**config.mk**
```make
export PLATFORM = sky130hd
export DESIGN_NAME = iq_demod_core
export DESIGN_NICKNAME = d
export VERILOG_FILES = /design/src/rtl/iq_demod_core.sv
export SDC_FILE = /design/constraint.sdc
export NUM_CORES = 1
export LEC_CHECK = 0
export ABC_CLOCK_PERIOD_IN_PS = 12700
export CORE_UTILIZATION = 35
export CTS_CLUSTER_DIAMETER = 80
export DETAILED_ROUTE_END_ITERATION = 12
export GPL_ROUTABILITY_DRIVEN = 0
export PLACE_DENSITY = 0.49
export SETUP_SLACK_MARGIN = 0.2
export SLEW_MARGIN = 15
export SYNTH_ARGS = -nofsm -noshare
export SYNTH_HDL_FRONTEND = slang
export SYNTH_SLANG_ARGS = --single-unit
```
**constraint.sdc**
```tcl
create_clock -name clk_in -period 12.7 [get_ports clk_in]
set_clock_uncertainty 0.2 [all_clocks]
set_input_delay 1.27 -clock clk_in [delete_from_list [all_inputs] [get_ports clk_in]]
set_output_delay 1.27 -clock clk_in [all_outputs]
set_load 0.03 [all_outputs]
```
**src/rtl/iq_demod_core.sv**
```systemverilog
// Multi-mode AM/PM/FM demodulator around one sequential vectoring CORDIC.
// One sample in flight: accept, pre-rotate, iterate, post-process, idle.
module iq_demod_core #(
    parameter int XY_BITS    = 16,
    parameter int PH_BITS    = 16,
    parameter int ITERATIONS = 16,
    parameter int OUT_BITS   = 24
) (
    input  logic                      clk_in,
    input  logic                      RST,
    input  logic [1:0]                mode,
    input  logic [XY_BITS-1:0]        squelch,
    input  logic                      in_valid,
    output logic                      in_ready,
    input  logic signed [XY_BITS-1:0] I_in,
    input  logic signed [XY_BITS-1:0] Q_in,
    output logic                      out_valid,
    output logic [OUT_BITS-1:0]       demod_out,
    output logic [XY_BITS:0]          mag_out,
    output logic [PH_BITS-1:0]        phase_out
);

    // x/y keep two integer headroom bits for the CORDIC gain plus
    // fractional guard bits so truncation in the shifts stays below
    // one output LSB; z carries guard bits for the same reason.
    // The atan table is held at 2^32 per turn, so PH_BITS must be <= 27.
    localparam int XF       = 4;
    localparam int XW       = XY_BITS + 2 + XF;
    localparam int ZG       = 4;
    localparam int ZW       = PH_BITS + ZG;
    localparam int MAG_BITS = XY_BITS + 1;
    localparam int CW       = (ITERATIONS > 1) ? $clog2(ITERATIONS) : 1;

    localparam logic [1:0] MODE_PM = 2'b01;
    localparam logic [1:0] MODE_FM = 2'b10;

    localparam logic signed [XW-1:0] X_HALF = XW'(1 << (XF - 1));
    localparam logic [ZW-1:0]        Z_HALF = ZW'(1 << (ZG - 1));
    localparam logic [ZW-1:0]        Z_PI   = {1'b1, {(ZW-1){1'b0}}};
    localparam logic [CW-1:0]        K_LAST = CW'(ITERATIONS - 1);

    typedef enum logic [1:0] {
        S_IDLE,
        S_PREROT,
        S_ITER,
        S_POST
    } state_t;

    // atan(2^-k) as a fraction of a full turn, scaled to 2^32
    function automatic logic [31:0] atan_turn32(input int k);
        logic [31:0] v;
        case (k)
            0:       v = 32'h2000_0000;
            1:       v = 32'h12E4_051E;
            2:       v = 32'h09FB_385B;
            3:       v = 32'h0511_11D4;
            4:       v = 32'h028B_0D43;
            5:       v = 32'h0145_D7E1;
            6:       v = 32'h00A2_F61E;
            7:       v = 32'h0051_7C55;
            8:       v = 32'h0028_BE53;
            9:       v = 32'h0014_5F2F;
            10:      v = 32'h000A_2F98;
            11:      v = 32'h0005_17CC;
            12:      v = 32'h0002_8BE6;
            13:      v = 32'h0001_45F3;
            14:      v = 32'h0000_A2F9;
            15:      v = 32'h0000_517C;
            16:      v = 32'h0000_28BE;
            17:      v = 32'h0000_145F;
            18:      v = 32'h0000_0A2F;
            19:      v = 32'h0000_0517;
            20:      v = 32'h0000_028B;
            21:      v = 32'h0000_0145;
            22:      v = 32'h0000_00A2;
            23:      v = 32'h0000_0051;
            24:      v = 32'h0000_0028;
            25:      v = 32'h0000_0014;
            26:      v = 32'h0000_000A;
            27:      v = 32'h0000_0005;
            28:      v = 32'h0000_0002;
            29:      v = 32'h0000_0001;
            default: v = 32'h0000_0000;
        endcase
        return v;
    endfunction

    // round the 32-bit turn fraction down to the z register width
    function automatic logic [ZW-1:0] atan_entry(input int k);
        logic [31:0] t;
        t = atan_turn32(k) + (32'd1 << (31 - ZW));
        return t[31 -: ZW];
    endfunction

    logic [ZW-1:0] atan_tab [ITERATIONS];

    for (genvar g = 0; g < ITERATIONS; g++) begin : g_atan
        assign atan_tab[g] = atan_entry(g);
    end

    state_t                state;
    logic [CW-1:0]         k_r;
    logic signed [XW-1:0]  x_r;
    logic signed [XW-1:0]  y_r;
    logic [ZW-1:0]         z_r;
    logic [1:0]            mode_r;
    logic [XY_BITS-1:0]    squelch_r;
    logic                  zero_r;
    logic [PH_BITS-1:0]    prev_phase;
    logic                  first_flag;

    logic signed [XW-1:0]  x_sh;
    logic signed [XW-1:0]  y_sh;
    logic signed [XW-1:0]  x_nxt;
    logic signed [XW-1:0]  y_nxt;
    logic [ZW-1:0]         z_nxt;

    // one vectoring micro-rotation driving y towards zero
    always_comb begin
        x_sh = x_r >>> k_r;
        y_sh = y_r >>> k_r;
        if (y_r[XW-1]) begin
            x_nxt = x_r - y_sh;
            y_nxt = y_r + x_sh;
            z_nxt = z_r - atan_tab[k_r];
        end else begin
            x_nxt = x_r + y_sh;
            y_nxt = y_r - x_sh;
            z_nxt = z_r + atan_tab[k_r];
        end
    end

    logic signed [XW-1:0]  x_rnd;
    logic [ZW-1:0]         z_rnd;
    logic [MAG_BITS-1:0]   mag_c;
    logic [PH_BITS-1:0]    ph_c;
    logic [PH_BITS-1:0]    diff_c;
    logic                  quiet_c;
    logic [OUT_BITS-1:0]   demod_c;
    logic                  first_c;
    logic                  unused_bits;

    // final rounding, squelch and per-mode result selection
    always_comb begin
        x_rnd   = x_r + X_HALF;
        z_rnd   = z_r + Z_HALF;
        mag_c   = x_rnd[XF +: MAG_BITS];
        ph_c    = zero_r ? '0 : z_rnd[ZG +: PH_BITS];
        diff_c  = ph_c - prev_phase;
        quiet_c = (squelch_r != '0) && ({1'b0, squelch_r} > mag_c);
        demod_c = '0;
        first_c = 1'b1;
        if (quiet_c) begin
            demod_c = '0;
            first_c = 1'b1;
        end else if (mode_r == MODE_FM) begin
            demod_c = first_flag ? '0 : OUT_BITS'($signed(diff_c));
            first_c = 1'b0;
        end else if (mode_r == MODE_PM) begin
            demod_c = OUT_BITS'($signed(ph_c));
            first_c = 1'b1;
        end else begin
            demod_c = OUT_BITS'(mag_c);
            first_c = 1'b1;
        end
    end

    assign unused_bits = ^{x_rnd[XW-1], x_rnd[XF-1:0], z_rnd[ZG-1:0]};

    // sequencer, CORDIC registers and registered outputs
    always_ff @(posedge clk_in or negedge RST) begin
        if (!RST) begin
            state      <= S_IDLE;
            k_r        <= '0;
            x_r        <= '0;
            y_r        <= '0;
            z_r        <= '0;
            mode_r     <= '0;
            squelch_r  <= '0;
            zero_r     <= 1'b0;
            prev_phase <= '0;
            first_flag <= 1'b1;
            in_ready   <= 1'b0;
            out_valid  <= 1'b0;
            demod_out  <= '0;
            mag_out    <= '0;
            phase_out  <= '0;
        end else begin
            out_valid <= 1'b0;
            unique case (state)
                S_IDLE: begin
                    if (in_valid && in_ready) begin
                        x_r       <= {{2{I_in[XY_BITS-1]}}, I_in, {XF{1'b0}}};
                        y_r       <= {{2{Q_in[XY_BITS-1]}}, Q_in, {XF{1'b0}}};
                        mode_r    <= mode;
                        squelch_r <= squelch;
                        zero_r    <= (I_in == '0) && (Q_in == '0);
                        in_ready  <= 1'b0;
                        state     <= S_PREROT;
                    end else begin
                        in_ready <= 1'b1;
                    end
                end
                S_PREROT: begin
                    if (x_r[XW-1]) begin
                        x_r <= -x_r;
                        y_r <= -y_r;
                        z_r <= Z_PI;
                    end else begin
                        z_r <= '0;
                    end
                    k_r   <= '0;
                    state <= S_ITER;
                end
                S_ITER: begin
                    x_r <= x_nxt;
                    y_r <= y_nxt;
                    z_r <= z_nxt;
                    k_r <= k_r + 1'b1;
                    if (k_r == K_LAST) begin
                        state <= S_POST;
                    end
                end
                S_POST: begin
                    mag_out    <= mag_c;
                    phase_out  <= ph_c;
                    demod_out  <= demod_c;
                    prev_phase <= ph_c;
                    first_flag <= first_c;
                    out_valid  <= 1'b1;
                    in_ready   <= 1'b1;
                    state      <= S_IDLE;
                end
                default: begin
                    state <= S_IDLE;
                end
            endcase
        end
    end

endmodule
```
==> results.txt <==
critical path type - register to register
Worst-path clk slew - 70 ps
R2R Setup Slk - 6300 ps
setup TNS - 0 ps
die area - 46,980 µm²
RSZ-0062 raised after global routing - no
total clock buffers created by CTS - 17
dpl hpwl - 41,580 µm
Die X - 216.7 µm
Synth async-reset ratio - 100.0%
Initial Util - 35.49%
Post-synth EDFFs - 0
Max Clk Rate - 156.2 MHz
most common flop cell mapped by yosys - dfrtp_1
crit path from - k_r[2]
cts hold-fix bufs - 0
area delta synth->final - 12.43%
cell accounting for the most synthesized area - dfrtp_1
Period minus WS final - 6402 ps
post-synthesis cell type count - 94
Crit. End Element - register
Worst EP arrival - 6560 ps
count of port buffers added during placement - 111
status - finished clean
Fill cells - 4,726
max-cap violation count - 0
Max FO, Critical Path - 48
final hold violation count - 0
cells after synthesis - 1,974
Resized cells post-CTS - 0
floorplan row count - 78
Slew Limit Fails - 0
synth top area cells - dfrtp_1 22%, ha_1 9.1%, xnor2_1 5.6%
Post-CTS Setup Bufs - 0
slew margin rel. - 26.84%
Routed WL - 55,330 µm
vias in the first global route - 14,660
IO Pins - 112
Critical Path Source Type - register
Least-Margin Pin Slew - 1094 ps
FF-to-FF End - y_r[19]
Core ar. - 45,480 µm²
Routed WL per cell - 21.26 µm
initial detailed-routing violation count - 1,125
initial antenna violation count - 0
routed vias - 15,130
Synth Register Bits - 143
GRT overflow - 0
Final #Nets - 2,164
final setup vio count - 0
clk_lat worst skew - 480 ps
routed vias/inst - 5.812
first-pass GRT wire length - 86,620 µm
Critical R2R Launch - k_r[2]
post-route ant nets - 0
area share of the largest cell type after synthesis - 22.02%
syn_area_per_cell - 8.177 µm²
placed insts - 2,571
share of the yosys chip area belonging to registers - 22.18%
Hold Path Class - register to register
die span in y - 216.7 µm
WP data required - 12,860 ps
CTS H-tree depth - 4
period utilisation layout - 50.41%
CTS max path bufs - 2
largest net degree at the start of global routing - 96
TritonCTS Sinks - 143
CTS Root Cell - clkbuf_16
n_diodes - 0
Worst Setup EP - y_r[19]
layout cell share with drive strength beyond 1 - 9.536%
yosys synthesis warning count - 0
path depth of the worst reg2reg path - 19
CTS tree - done
TritonRoute pass-1 iters - 6
Post-Layout Cell Count - 2,603
GRT Overall Usage - 23.74%
syn nets - 2,148
Mapped Area - 16,140 µm²
# DRC - 0
area by class of cell:
| type | instances | area [µm²] | area share, % |
|---|---|---|---|
| Clock buffer | 18 | 429.2 | 2.365 |
| Clock inverter | 14 | 172.7 | 0.9515 |
| Inverter | 96 | 365.4 | 2.013 |
| Multi-Input combinational cell | 1595 | 11540 | 63.57 |
| Sequential cell | 143 | 3586 | 19.76 |
| Tap cell | 600 | 750.7 | 4.137 |
| Timing Repair Buffer | 137 | 1308 | 7.205 |
kinds of logic (layout without fill, tap and decap cells):
family | count (synthesis) | in the layout | synth area share [%]
AO/OA/AOI/OAI | 563 | 563 | 22.19
XOR/XNOR | 165 | 165 | 9.039
adder cells (fa/ha/maj) | 121 | 121 | 9.566
buffers and inverters | 236 | 265 | 6.465
flip-flops | 143 | 143 | 22.18
multiplexers | 139 | 139 | 11.89
AND/OR/NAND/NOR | 607 | 607 | 18.67
cell usage after synthesis (all sizes together), types with 51 or more instances:
cell,n
nor2,165
o21ai,158
nand2,152
a21oi,147
dfrtp,142
ha,117
xnor2,103
inv,94
clkbuf,87
xor2,61
buf,53
mux2i,53
nor3,51
stage by stage:
stage          setup WS, ps  utilization [%]  instance area, µm²  hold slack [ps]
5_1_grt                5987            39.90               18150            349.2
2_1_floorplan          7314                -               16140            302.5
3_3_place_gp           6422            38.58               17550            296.2
4_1_cts                6380            39.90               18150            334.6
3_5_place_dp           6409            38.58               17550            317.7
6_report               6298            39.90               18150            330.5
metal layers:
layer | routed length, µm | vias up | track usage, % | part of all wire [%]
met5 | 0 | - | 0 | 0
met4 | 1368 | 0 | 7.653 | 2.5
met3 | 2740 | 74 | 3.368 | 5.0
met2 | 26200 | 430 | 39.36 | 47
met1 | 25020 | 7378 | 31.68 | 45
li1 | - | 7247 | - | -
state kept, by name, indices dropped and copies added, names as in the netlist:
name / cells
x_r: 22
first_flag: 1
out_valid: 1
squelch_r: 16
mode_r: 2
z_r: 20
state: 2
mag_out: 17
prev_phase: 16
demod_out: 18
in_ready: 1
zero_r: 1
y_r: 22
k_r: 4
worst max-delay path, stage by stage, from the launching register on:
cell      delay [ps]
dfrtp_2          630
buf_4            600
mux2_2           440
mux4_2           510
a221oi_2         410
o211ai_1         170
nor4b_2          340
and4_1           360
a21oi_1          110
xnor2_1          170
ha_1             330
a21oi_1          150
nor2b_1           60
o21ai_0          160
nand2b_1         100
o41ai_1          700
o311ai_0         270
xor2_1           190
a221oi_1         300
nor3_1            90
cells in the final DEF, fill, tap and decap left out, types with 26 or more instances in the layout:
cell,count
o22ai_1,31
buf_4,26
mux4_2,36
mux2i_1,53
o21ai_0,152
ha_1,114
mux2_2,48
clkdlybuf4s50_1,110
nand2_1,152
nor4_1,29
inv_1,91
nand3_1,50
xor2_1,61
dfrtp_1,137
nor2_1,165
xnor2_1,103
nor3_1,48
a21oi_1,147
worst min-delay path by stage:
stage | from | end | slack, ps | cells after the start
2_1_floorplan | squelch_r[0] | squelch_r[0] | 300 | 1
3_3_place_gp | mag_out[0] | mag_out[0] | 300 | 1
3_5_place_dp | mag_out[14] | mag_out[14] | 320 | 2
4_1_cts | demod_out[3] | demod_out[3] | 330 | 2
5_1_grt | mag_out[0] | mag_out[0] | 350 | 1
6_report | mag_out[10] | mag_out[10] | 330 | 2
Power is left out: the tool's default activity adds up to more than one toggle a clock period on the data nets, which glitch-free logic cannot reach.
